`src/rtl/spmv_result_drain_if.sv`:
```
// Beat-level bus of spmv_result_drain: paired results in from the multiplier,
// serialised single results out to the host with a valid/ready handshake.
interface spmv_result_drain_if #(
    parameter int ROW_W  = 10,
    parameter int DATA_W = 64
);
    logic              valid;
    logic              zeros;
    logic [ROW_W-1:0]  addrext;
    logic [DATA_W-1:0] op1;
    logic [DATA_W-1:0] op2;
    logic [DATA_W-1:0] out_data;
    logic [ROW_W-1:0]  out_row;
    logic              out_valid;
    logic              out_ready;

    modport master (
        output valid, zeros, addrext, op1, op2, out_ready,
        input  out_data, out_row, out_valid
    );

    modport slave (
        input  valid, zeros, addrext, op1, op2, out_ready,
        output out_data, out_row, out_valid
    );
endinterface

```
`src/rtl/spmv_result_drain.sv`:
```
// Result drain for the SpMV multiplier: buffers paired row results and emits
// them one row per beat. Optional build macro: DRAIN_ZERO_SKIP_EN (drop zero beats).
module spmv_result_drain #(
    parameter int DEPTH  = 8,
    parameter int ROW_W  = 10,
    parameter int DATA_W = 64
) (
    input  logic                clk,
    input  logic                reset,
    spmv_result_drain_if.slave  bus,
    input  logic                done_in,
    output logic                overflow,
    output logic                drain_done,
    output logic [15:0]         rows_out
);
    localparam int AW = (DEPTH > 1) ? $clog2(DEPTH) : 1;
    localparam logic [AW:0] FULL = (AW+1)'(DEPTH);

    typedef enum logic [1:0] {IDLE, EMIT_A, EMIT_B} state_t;

    state_t            state;
    logic [ROW_W-1:0]  mem_addr  [DEPTH];
    logic [DATA_W-1:0] mem_op1   [DEPTH];
    logic [DATA_W-1:0] mem_op2   [DEPTH];
    logic              mem_zeros [DEPTH];

    logic [AW-1:0] wr_ptr;
    logic [AW-1:0] rd_ptr;
    logic [AW-1:0] rd_ptr_inc;
    logic [AW:0]   count;
    logic          accept;
    logic          push;
    logic          drop;
    logic          pop;
    logic          handshake;

`ifdef DRAIN_ZERO_SKIP_EN
    assign accept = bus.valid && !bus.zeros;
`else
    assign accept = bus.valid;
`endif

    // Fullness uses the registered count only; a pop in the same cycle does not make room.
    assign push       = accept && (count < FULL);
    assign drop       = accept && (count == FULL);
    assign handshake  = (state != IDLE) && bus.out_ready;
    assign pop        = (state == EMIT_B) && bus.out_ready;
    assign rd_ptr_inc = rd_ptr + AW'(1);

    always_ff @(posedge clk) begin
        if (push) begin
            mem_addr[wr_ptr]  <= bus.addrext;
            mem_op1[wr_ptr]   <= bus.op1;
            mem_op2[wr_ptr]   <= bus.op2;
            mem_zeros[wr_ptr] <= bus.zeros;
        end
    end

    always_ff @(posedge clk or posedge reset) begin
        if (reset) begin
            wr_ptr     <= '0;
            rd_ptr     <= '0;
            count      <= '0;
            overflow   <= 1'b0;
            drain_done <= 1'b0;
        end else begin
            if (push) begin
                wr_ptr <= wr_ptr + AW'(1);
            end
            if (pop) begin
                rd_ptr <= rd_ptr_inc;
            end
            case ({push, pop})
                2'b10:   count <= count + (AW+1)'(1);
                2'b01:   count <= count - (AW+1)'(1);
                default: count <= count;
            endcase
            if (drop) begin
                overflow <= 1'b1;
            end
            if (done_in && (count == '0) && (state == IDLE) && !push) begin
                drain_done <= 1'b1;
            end
        end
    end

    // Outputs are loaded for the state being entered, so they are stable while stalled.
    always_ff @(posedge clk or posedge reset) begin
        if (reset) begin
            state         <= IDLE;
            bus.out_valid <= 1'b0;
            bus.out_data  <= '0;
            bus.out_row   <= '0;
            rows_out      <= '0;
        end else begin
            if (handshake) begin
                rows_out <= rows_out + 16'd1;
            end
            case (state)
                IDLE: begin
                    if (count != '0) begin
                        state         <= EMIT_A;
                        bus.out_valid <= 1'b1;
                        bus.out_row   <= mem_addr[rd_ptr];
                        bus.out_data  <= mem_zeros[rd_ptr] ? '0 : mem_op1[rd_ptr];
                    end
                end
                EMIT_A: begin
                    if (bus.out_ready) begin
                        state         <= EMIT_B;
                        bus.out_valid <= 1'b1;
                        bus.out_row   <= mem_addr[rd_ptr] + ROW_W'(1);
                        bus.out_data  <= mem_zeros[rd_ptr] ? '0 : mem_op2[rd_ptr];
                    end
                end
                EMIT_B: begin
                    if (bus.out_ready) begin
                        if (count > (AW+1)'(1)) begin
                            state         <= EMIT_A;
                            bus.out_valid <= 1'b1;
                            bus.out_row   <= mem_addr[rd_ptr_inc];
                            bus.out_data  <= mem_zeros[rd_ptr_inc] ? '0 : mem_op1[rd_ptr_inc];
                        end else begin
                            state         <= IDLE;
                            bus.out_valid <= 1'b0;
                        end
                    end
                end
                default: begin
                    state         <= IDLE;
                    bus.out_valid <= 1'b0;
                end
            endcase
        end
    end
endmodule

```
`src/flat_wrapper.sv`:
```
// flat-port wrapper written by rule: the top's interface ports become plain ports
module spmv_result_drain_flat 
#(
    parameter int DEPTH  = 8,
    parameter int ROW_W  = 10,
    parameter int DATA_W = 64
)
  (clk, reset, done_in, overflow, drain_done, rows_out, bus_valid, bus_zeros, bus_addrext, bus_op1, bus_op2, bus_out_ready, bus_out_data, bus_out_row, bus_out_valid);
  spmv_result_drain_if #(.ROW_W(ROW_W), .DATA_W(DATA_W)) bus_i ();
  input  logic clk;
  input  logic reset;
  input  logic done_in;
  output logic overflow;
  output logic drain_done;
  output logic [15:0] rows_out;
  input wire logic [$bits(bus_i.valid)-1:0] bus_valid;
  input wire logic [$bits(bus_i.zeros)-1:0] bus_zeros;
  input wire logic [$bits(bus_i.addrext)-1:0] bus_addrext;
  input wire logic [$bits(bus_i.op1)-1:0] bus_op1;
  input wire logic [$bits(bus_i.op2)-1:0] bus_op2;
  input wire logic [$bits(bus_i.out_ready)-1:0] bus_out_ready;
  output wire logic [$bits(bus_i.out_data)-1:0] bus_out_data;
  output wire logic [$bits(bus_i.out_row)-1:0] bus_out_row;
  output wire logic [$bits(bus_i.out_valid)-1:0] bus_out_valid;
  assign bus_i.valid = bus_valid;
  assign bus_i.zeros = bus_zeros;
  assign bus_i.addrext = bus_addrext;
  assign bus_i.op1 = bus_op1;
  assign bus_i.op2 = bus_op2;
  assign bus_i.out_ready = bus_out_ready;
  assign bus_out_data = bus_i.out_data;
  assign bus_out_row = bus_i.out_row;
  assign bus_out_valid = bus_i.out_valid;
  spmv_result_drain #(.DEPTH(DEPTH), .ROW_W(ROW_W), .DATA_W(DATA_W)) u_core (.clk(clk), .reset(reset), .bus(bus_i), .done_in(done_in), .overflow(overflow), .drain_done(drain_done), .rows_out(rows_out));
endmodule
```
`config.mk`:
```
export PLATFORM = sky130hd
export DESIGN_NAME = spmv_result_drain_flat
export DESIGN_NICKNAME = d
export VERILOG_FILES = /design/src/rtl/spmv_result_drain_if.sv /design/src/rtl/spmv_result_drain.sv /design/src/flat_wrapper.sv
export SDC_FILE = /design/constraint.sdc
export NUM_CORES = 1
export LEC_CHECK = 0
export CAP_MARGIN = 10
export CORE_MARGIN = 4
export CORE_UTILIZATION = 55
export CTS_CLUSTER_SIZE = 8
export DETAILED_ROUTE_END_ITERATION = 12
export PLACE_DENSITY = 0.76
export SLEW_MARGIN = 20
export SYNTH_ARGS = -nofsm -noshare
export SYNTH_HDL_FRONTEND = slang
export SYNTH_SLANG_ARGS = --single-unit
```
`constraint.sdc`:
```
create_clock -name clk -period 11.8 [get_ports clk]
set_input_delay 1.18 -clock clk [delete_from_list [all_inputs] [get_ports clk]]
set_output_delay 1.18 -clock clk [all_outputs]
set_load 0.005 [all_outputs]
```
---- After elaboration in Yosys (flattened, before gate mapping) ----
Memory sizes are Yosys's and may differ from the RTL's.
Cells that the tools add are included.
storage, ports and cells
  bits in registers ....................... 105
  memory bits (writable) .................. 1,112
  input bits .............................. 144
  output and inout port bits .............. 93
  word-level logic and storage cells ...... 73
  memories kept ........................... 4
operators by class
  $add $sub $neg .......................... 6
  $lt $le $gt $ge ......................... 2
  equality and inequality tests ........... 9
  multiplexer cells ....................... 26
  reductions and logical operators ........ 16
memories
  memory            depth  bits a word  read ports  clocked after Yosys merged registers in  wr ports  line                     RTL
  u_core.mem_op1    8      64           2           0                                        1         spmv_result_drain.sv:23  logic [DATA_W-1:0] mem_op1 [DEPTH];
  u_core.mem_op2    8      64           1           0                                        1         spmv_result_drain.sv:24  logic [DATA_W-1:0] mem_op2 [DEPTH];
  u_core.mem_addr   8      10           2           0                                        1         spmv_result_drain.sv:22  logic [ROW_W-1:0] mem_addr [DEPTH];
  u_core.mem_zeros  8      1            2           0                                        1         spmv_result_drain.sv:25  logic mem_zeros [DEPTH];
operators with widths
  kind                     count
  $mux W64                 7
  $pmux W64 S3             1
  $mux W10                 4
  $pmux W10 S3             1
  $add A16 B1 Y16 const B  1
  $add A10 B1 Y10 const B  1
  $ne A2 B2 Y1 const B     4
  $pmux W4 S2              1
  $logic_and A1 B1 Y1      7
  $mux W1                  7
  $add A3 B1 Y3 const B    2
  $mux W2                  3
  $pmux W2 S3              1
  $reduce_and A5 Y1        1
  $add A4 B1 Y4 const B    1
  $eq A2 B1 Y1 const B     2
  $eq A2 B2 Y1 const B     2
  $eq A4 B4 Y1 const B     1
  $gt A4 B1 Y1 const B     1
  $logic_not A4 Y1         1
  $lt A4 B4 Y1 const B     1
  $reduce_bool A2 Y1       2
  $reduce_bool A4 Y1       1
  $sub A4 B1 Y4 const B    1
  5 further kinds          5

---- Longest topological paths before layout ----
Gate-level depths: netlist (run 1).
An unclocked memory read counts as a cell.
  depth after elaboration ................. 6
  mapped depth ............................ 11
  gate-level depth less buffers ........... 8

---- Worst setup path before layout (run 1) ----
OpenSTA, ideal clock, no wires.
  path type ............................... input-to-reg
  start point ............................. in bus_valid
  end point ............................... mem u_core.mem_addr[0][0] (enable)
  library setup time ...................... 0.807 ns
  arrival ................................. 10.971 ns
  data required time ...................... 10.993 ns
  setup slack ............................. 0.022 ns
  cell stages on the path ................. 3
  buffers on the path ..................... 0
  path through ............................ nor2b_1 -> nand2b_1 -> nor3_1
between the ends
  cells in the longest elaborated chain, start to end .. 3
RTL lines
  item                           line                     RTL
  from (decl)                    flat_wrapper.sv:16       input wire logic [$bits(bus_i.valid)-1:0] bus_valid;
  $logic_and A1 B1 Y1            spmv_result_drain.sv:44  assign push = accept && (count < FULL);
  $mux W1                        spmv_result_drain.sv:51  if (push) begin
  $mux W1 (not written as such)  spmv_result_drain.sv:52  mem_addr[wr_ptr] <= bus.addrext;
  to (decl)                      spmv_result_drain.sv:22
Every way passes these cells.

---- Worst setup path in the final report (run 1) ----
  start point ............................. reg u_core.rd_ptr[0]
  end point ............................... reg u_core.bus.out_data[40]
between the ends
  cells in the longest elaborated chain, start to end .. 6
  elaborated cells between the ends (all ways) .. 12
  those cells by class .................... add/sub (1); mux (8); memory (3)
RTL lines
  item                                                    line                        RTL
  from (decl)                                             spmv_result_drain.sv:28     logic [AW-1:0] rd_ptr;
  from (signal assigned)                                  spmv_result_drain.sv:71     rd_ptr <= rd_ptr_inc;
  $add A3 B1 Y3                                           spmv_result_drain.sv:48     assign rd_ptr_inc = rd_ptr + AW'(1);
  $mem_v2 Z8 W64 / $mem_v2 Z8 W1 (equally long branches)  --
  $mux W64                                                spmv_result_drain.sv:122    bus.out_data <= mem_zeros[rd_ptr_inc] ? '0 : mem_op1[rd_ptr_inc];
  $mux W64                                                spmv_result_drain.sv:118    if (count > (AW+1)'(1)) begin
  $mux W64                                                spmv_result_drain.sv:117    if (bus.out_ready) begin
  $pmux W64 S3 *                                          spmv_result_drain.sv:99     case (state)
  to (signal assigned)                                    spmv_result_drain.sv:105    bus.out_data <= mem_zeros[rd_ptr] ? '0 : mem_op1[rd_ptr];
  to (signal assigned)                                    spmv_result_drain.sv:113    bus.out_data <= mem_zeros[rd_ptr] ? '0 : mem_op2[rd_ptr];
  to (signal assigned)                                    spmv_result_drain.sv:122
  to (decl)                                               spmv_result_drain_if.sv:24  output out_data, out_row, out_valid
Every way passes the cells marked *; elsewhere a longest branch is shown, timed or not. The select of a mux whose other input is x is not followed.
A chain may end at the register's enable or synchronous reset.

==> results of run 1 <==
-- layout make-up --
class                      count  area share (%)
timing repair buffer         277            4.56
clock inverter                14           0.381
inverter                      13          0.0855
antenna                       22          0.0917
multi-input combinational   1081            24.4
tap                         1254            2.61
clock buffer                 280            7.81
sequential                  1217            60.0
-- cell usage in the layout (no fill, tap or decap), types with 18 or more instances in the layout --
| cell type | netlist | layout |
|---|---|---|
| edfxtp_1 | 1112 | 1112 |
| mux4_2 | 425 | 425 |
| clkdlybuf4s50_1 | 0 | 236 |
| clkbuf_16 | 0 | 171 |
| mux2i_1 | 141 | 141 |
| clkbuf_1 | 45 | 109 |
| dfrtp_1 | 105 | 102 |
| nor2_1 | 86 | 80 |
| mux2_2 | 75 | 75 |
| a21oi_1 | 75 | 75 |
| o22ai_1 | 68 | 68 |
| a22oi_1 | 64 | 64 |
| buf_4 | 17 | 33 |
| nand2_1 | 30 | 29 |
| diode_2 | 0 | 22 |
| xnor2_1 | 18 | 18 |
-- cells by family (layout without fill, tap and decap cells) --
logic type	Yosys count	after routing	share of synthesized area (%)
mux	647	647	23.2
flops	1217	1217	69.9
xor+xnor	23	23	0.391
compound gates	234	234	2.85
buf+inv	179	584	1.87
other cells	0	22	0
simple gates	164	164	1.47
fa+ha+maj	13	13	0.316
-- sequential cells by signal, indices dropped and copies added (netlist names) --
signal and cells:
u_core.bus.out_data 64, u_core.bus.out_row 10, u_core.bus.out_valid 1, u_core.count 4
u_core.drain_done 1, u_core.mem_addr 80, u_core.mem_op1 512, u_core.mem_op2 512
u_core.mem_zeros 8, u_core.overflow 1, u_core.rd_ptr 3, u_core.rows_out 16
u_core.state 2, u_core.wr_ptr 3
-- where the power goes --
group / switching [mW] / internal, mW / total [mW]
Sequential: 0.387 / 5.30 / 5.68
Clock: 1.75 / 2.71 / 4.47
Combinational: 3.07 / 2.90 / 5.97
Total: 5.21 / 10.9 / 16.1
-- worst reg2reg max path: stages, from the launching register on --
cell and delay [ns]:
dfrtp_4 1.05, buf_4 0.96, buf_4 0.92, buf_4 0.83, mux4_2 0.64, mux2i_1 0.18, o22ai_1 0.11, a22oi_1 0.23
a21oi_1 0.10
-- how the worst max path moves through the flow --
stage,startpoint,to,slack (ns),depth (start not counted)
final,u_core.rd_ptr[0],u_core.bus.out_data[40],6.60,8
after global routing,u_core.rd_ptr[0],u_core.bus.out_data[36],6.04,8
after CTS,u_core.rd_ptr[0],u_core.bus.out_data[40],6.52,8
after detailed placement,u_core.rd_ptr[0],u_core.bus.out_data[52],6.58,8
after global placement,bus_valid,u_core.mem_op2[2][54],6.57,7
after floorplan,bus_valid,u_core.mem_addr[0][0],0.02,3
-- stage by stage --
stage / hold WS, ns / utilization [%] / std cells
2_1_floorplan: 0.460 / - / 2477
5_1_grt: 0.486 / 64.4 / 4151
6_report: 0.472 / 64.4 / 4158
3_5_place_dp: 0.476 / 59.1 / 3842
4_1_cts: 0.481 / 64.3 / 4136
3_3_place_gp: 0.461 / 59.1 / 3842
-- layer usage --
layer  track usage, %  part of all wire [%]
met5                0                  0.13
met4             9.99                   2.8
met3             6.58                   8.5
met2             42.3                    51
met1             32.0                    37
==> results by group, run 1 <==
Status
  – Outcome: completed

Routing
  – Vias per inst: 6.53
  – DRC viols: 0
  – Iteration-0 DRC Markers: 2722
  – Drt wl/cell: 29.7 µm
  – DRT Pass-1 Iters: 6
  – Routed Wire Length: 123000 µm
  – Vias after detailed routing: 27200
  – Detail Route Antenna Nets: 0

Worst setup path
  – FF-to-FF Start: u_core.rd_ptr[0]
  – Worst EP arrival: 5.76 ns
  – Critical Path, Cell by Cell: buf_4 -> buf_4 -> buf_4 -> mux4_2 -> mux2i_1 -> o22ai_1 -> a22oi_1 -> a21oi_1
  – WS Path Type: register to register
  – Worst stage delay on the critical path: 1.05 ns
  – Reg2reg setup slack: 6.60 ns
  – Worst-path fanout max: 61
  – Crit. End Element: register
  – Slowest CP cell: dfrtp_4
  – R2R Path End: u_core.bus.out_data[40]
  – Worst path most repeated cell: buf_4
  – Worst setup SP type: register
  – Largest delay share family, worst path: buffers and inverters
  – Buf/Inv on CP: 3
  – FF-to-FF path depth: 8
  – CP required: 12.35 ns

Cells and area
  – FF/Latch Area: 0.0360 mm²
  – Fillcell total: 6005
  – NumNets Final: 2917
  – Share of cells above drive strength 1: 26.0%
  – Syn-to-layout area delta: 16.5%
  – Final Instance Area: 0.0600 mm²
  – Area of the multi-input gates: 0.0147 mm²

Clock tree
  – H-Tree Depth: 4
  – Clock slew seen by the registers of the worst setup and hold paths: 0.05 ns
  – CTS root buffer: clkbuf_16
  – Hold Buf Count CTS: 0
  – Post-CTS Setup Bufs: 0
  – Num Clock Sinks: 1217
  – CTS tree: yes
  – Longest Clk Path Bufs: 3
  – Post-CTS sizing: 0
  – Num CTS Buffers: 170
  – Clk Latency, worst-skew pair: 0.75 ns

Synth
  – Yosys reg bits: 1217
  – Synth cell count leaders: edfxtp_1 (1112), mux4_2 (425), mux2i_1 (141), dfrtp_1 (105), nor2_1 (86)
  – Synth Instances: 2477
  – Mean Syn Cell Area: 20.8 µm²
  – Post-synth top area share: 64.8%
  – Syn. warnings: 0
  – Top-count cell post-synth: edfxtp_1
  – Post-synth EDFFs: 1112
  – Top cells by area, synth: edfxtp_1 (65%), mux4_2 (19%), dfrtp_1 (5.1%)
  – FFs w/ async S/R, synth: 8.63%
  – Post-synth top area cell: edfxtp_1
  – Mapped Area: 0.0515 mm²
  – Distinct cell type count after synthesis: 57
  – Sequential-to-total area share from yosys stat: 69.9%
  – Synth Net Count: 2634
  – Ys flop type: edfxtp_1

Worst hold path
  – HP Start: u_core.rows_out[15]
  – Min-Delay Path Depth: 1
  – WHS Endpoint: u_core.rows_out[15]
  – Hold Crit Class: register to register

Floorplan
  – Die width: 314 µm
  – Ports: 237
  – Die area: 0.0987 mm²
  – Core area: 0.0932 mm²
  – Initial core utilization: 55.3%
  – FP Rows: 112
  – Die height: 314 µm

Power and ir drop
  – VDD IR max: 215 µV
  – Pleak: 19.4 nW
  – PD cells: 269 mW/mm²
  – Total chip power: 16.1 mW

Global route
  – Total track usage: 25.3%
  – Initial antenna violation count: 35
  – GRT overflow: 0
  – Largest net degree at the start of global routing: 140
  – Vias in the first global route: 29100
  – Global-route wire length before repair: 184000 µm

Placed design
  – Port Buf Inserts: 236
  – Place WS: 6.58 ns
  – Placed standard-cell area: 0.0550 mm²
  – Hpwl dp: 64900 µm
  – RePlAce Congestion: 0.788

STA
  – Tmin final: 5.20 ns
  – Unrepaired setup endpoints after global routing: false
  – Final WS setup: 6.60 ns
  – Fin. max-slew vios: 0
  – Setup tns final: 0 ns
  – Final Skew: 0.0281 ns
  – Endpoints failing hold: 0
  – Highest clock rate: 0.192 GHz
  – Rel. slew slack: 8.03%
  – Fin crit share: 44.1%
  – Least-Margin Pin Slew: 1.38 ns
  – Setup violators final: 0

Flow run
  – Max-cap violations: 0
Note: power is estimated with default switching activity, not from simulation.
==> run 2: changes to the inputs <==
==> constraint.sdc (replaced) <==
create_clock -name clk -period 4.58 [get_ports clk]
set_input_delay 0.458 -clock clk [delete_from_list [all_inputs] [get_ports clk]]
set_output_delay 0.458 -clock clk [all_outputs]
set_load 0.005 [all_outputs]
==> run 2 against run 1 <==
  * Register-to-register slack got worse by 5.5 ns
  * Count of clock-buffer cells in the layout decreased by 3
  * Via count increased by 1.6%
  * Clock power increased to 2.6 times the previous value
  * Final area increased by 0.86%
  * Wire length increased by 0.66%
  * First-iteration DRC count increased by 2.3%
  * Critical path type unchanged
  * Highest routed layer unchanged
==> results by group, run 2 (same netlist as run 1, synthesis figures left out) <==
Power and ir drop
  – Net switching power: 13.4 mW (was 5.21 mW)
  – P_int: 28.3 mW (was 10.9 mW)
  – Combinational power share: 38.1% (was 37.0%)
  – Flop pwr share: 34.4% (was 35.3%)
  – VDD IR max: 565 µV (was 215 µV)
  – Pleak: 19.6 nW (was 19.4 nW)
  – PD cells: 690 mW/mm² (was 269 mW/mm²)
  – Part of the power in the clock network: 27.5% (was 27.7%)
  – Net Sw Frac: 32.2% (was 32.3%)

Status
  – Outcome: completed (unchanged)

Routing
  – Detail Route met2 WL: 63700 µm (was 63200 µm)
  – Vias after detailed routing: 27600 (was 27200)
  – Routed Wire Length: 124000 µm (was 123000 µm)
  – DRT Pass-1 Iters: 7 (was 6)
  – M1 WL: 46900 µm (was 46000 µm)
  – DRC viols: 0 (unchanged)
  – Vias per inst: 6.61 (was 6.53)
  – Uppermost layer routed: met5 (unchanged)
  – WL met3: 10400 µm (was 10500 µm)
  – Drt wl/cell: 29.7 µm (about the same)
  – Detail Route Antenna Nets: 0 (unchanged)
  – Iteration-0 DRC Markers: 2785 (was 2722)

Worst setup path
  – CP required: 5.14 ns (was 12.35 ns)
  – Worst EP arrival: 4.00 ns (was 5.76 ns)
  – Worst setup SP type: register (unchanged)
  – Slowest CP cell: buf_4 (was dfrtp_4)
  – WS Path Type: register to register (unchanged)
  – Worst stage delay on the critical path: 0.76 ns (was 1.05 ns)
  – Crit. End Element: register (unchanged)
  – Worst-path fanout max: 137 (was 61)
  – Critical Path, Cell by Cell: buf_4 -> buf_12 -> mux4_2 -> mux2i_1 -> o22ai_1 -> a22oi_1 -> a21oi_1 (was buf_4 -> buf_4 -> buf_4 -> mux4_2 -> mux2i_1 -> o22ai_1 -> a22oi_1 -> a21oi_1)

Cells and area
  – Share of cells above drive strength 1: 26.7% (was 26.0%)
  – Syn-to-layout area delta: 17.5% (was 16.5%)
  – Most common cell after layout, fill and taps aside: edfxtp_1 (unchanged)
  – NumNets Final: 2939 (was 2917)
  – Most frequent cells in the layout: edfxtp_1 (1112), mux4_2 (425), clkdlybuf4s50_1 (236), clkbuf_16 (173), mux2i_1 (141) (was edfxtp_1 (1112), mux4_2 (425), clkdlybuf4s50_1 (236), clkbuf_16 (171), mux2i_1 (141))
  – Biggest regs: u_core.mem_op1: 512 flops, u_core.mem_op2: 512 flops, u_core.mem_addr: 80 flops (unchanged)

Clock tree
  – H-Tree Depth: 4 (unchanged)
  – Num Clock Sinks: 1217 (unchanged)
  – CTS tree: yes (unchanged)
  – CTS root buffer: clkbuf_16 (unchanged)
  – Post-CTS Setup Bufs: 0 (unchanged)
  – Post-CTS sizing: 0 (unchanged)
  – Longest Clk Path Bufs: 3 (unchanged)
  – Clk Latency, worst-skew pair: 0.75 ns (about the same)
  – Hold Buf Count CTS: 0 (unchanged)
  – Num CTS Buffers: 170 (unchanged)
  – Clock slew seen by the registers of the worst setup and hold paths: 0.06 ns (was 0.05 ns)

STA
  – Setup violators final: 0 (unchanged)
  – Endpoints failing hold: 0 (unchanged)
  – Fin. max-slew vios: 0 (unchanged)
  – Rel. slew slack: 30.2% (was 8.03%)
  – Setup tns final: 0 ns (unchanged)
  – Unrepaired setup endpoints after global routing: false (unchanged)
  – Hold Slack: 0.218 ns (was 0.472 ns)
  – Least-Margin Pin Slew: 1.05 ns (was 1.38 ns)
  – Fin crit share: 75.2% (was 44.1%)
  – Tmin final: 3.45 ns (was 5.20 ns)
  – Final Skew: 0.0252 ns (was 0.0281 ns)
  – Highest clock rate: 0.290 GHz (was 0.192 GHz)

Global route
  – Largest net degree at the start of global routing: 138 (was 140)
  – GRT overflow: 0 (unchanged)
  – Initial antenna violation count: 26 (was 35)
  – Total track usage: 25.4% (was 25.3%)
  – Vias in the first global route: 28900 (was 29100)
  – Global-route wire length before repair: 185000 µm (was 184000 µm)

Floorplan
  – Die height: 314 µm (unchanged)
  – Die width: 314 µm (unchanged)
  – FP Rows: 112 (unchanged)
  – Ports: 237 (unchanged)
  – Core area: 0.0932 mm² (unchanged)
  – Die area: 0.0987 mm² (unchanged)
  – Initial core utilization: 55.3% (unchanged)

Placed design
  – RePlAce Congestion: 0.781 (was 0.788)
  – Hpwl dp: 67200 µm (was 64900 µm)
  – Port Buf Inserts: 236 (unchanged)

Worst hold path
  – Hold Crit Class: primary input to async pin (was register to register)

Flow run
  – Max-cap violations: 0 (unchanged)
-- run 2: cell types whose count changed in the layout (fill, tap and decap cells not counted), moves of 2 or more --
cell / before / now
buf_12: 4 / 30
clkbuf_1: 109 / 104
buf_6: 4 / 0
diode_2: 22 / 18
clkinv_8: 6 / 3
inv_6: 2 / 5
buf_4: 33 / 31
clkbuf_16: 171 / 173
nor3_2: 3 / 1
nor3_4: 0 / 2
-- run 2: power by group through the flow --
stage	Clock [mW]	Combinational [mW]	Sequential (mW)
after CTS	11.6	16.0	14.4
after floorplan	0	11.6	14.4
after detailed placement	0	15.9	14.6
after global placement	0	15.6	14.4
final	11.5	15.9	14.4
after global routing	12.2	17.0	14.5
-- run 2: final timing paths --
kind                             startpoint                      end  slack [ns]  cells past startpoint
setup / recovery           u_core.rd_ptr[1]  u_core.bus.out_data[46]        1.13                      7
min in group clk                    done_in        u_core.drain_done        0.28                      3
max in group asynchronous             reset         u_core.rd_ptr[1]        3.42                      3
hold reg to reg             u_core.overflow          u_core.overflow        0.47                      1
setup reg to reg           u_core.rd_ptr[1]  u_core.bus.out_data[46]        1.13                      7
hold / removal                        reset       u_core.rows_out[3]        0.22                      2
-- run 2: final cells by class --
cell class	count	area [µm²]
flip-flops and latches	1217	36000
fillers	5942	32600
multi-input cells	1081	14700
clock buffers	277	4720
repair buffers	299	3240
well taps	1254	1570
clock inverters	13	191
inverters	13	51.3
diodes	18	45.0
-- run 2: worst max-delay path, delay by kind of cell, from the launching register on --
family | cells | cell delay [ns]
buf+inv | 2 | 1.45
mux | 2 | 0.70
flops | 1 | 0.53
compound gates | 3 | 0.44
-- run 2: per-stage QoR --
step	cells	power [mW]	util (%)	cell area, µm²	setup WS [ns]
floorplan	2477	25.9	-	51600	-0.338
global placement	3861	30.1	59.6	55500	1.25
detailed placement	3862	30.5	59.6	55500	1.17
CTS	4152	42.1	64.9	60400	1.17
global route	4165	43.7	64.9	60500	0.987
finish	4172	41.8	65.0	60500	1.13
-- run 2: per-layer routing --
metal | track usage [%] | vias to the layer above
met1 | 33.8 | 14700
met2 | 42.2 | 1450
met3 | 5.42 | 230
li1 | - | 11200
met4 | 8.78 | 16
met5 | 0 | -
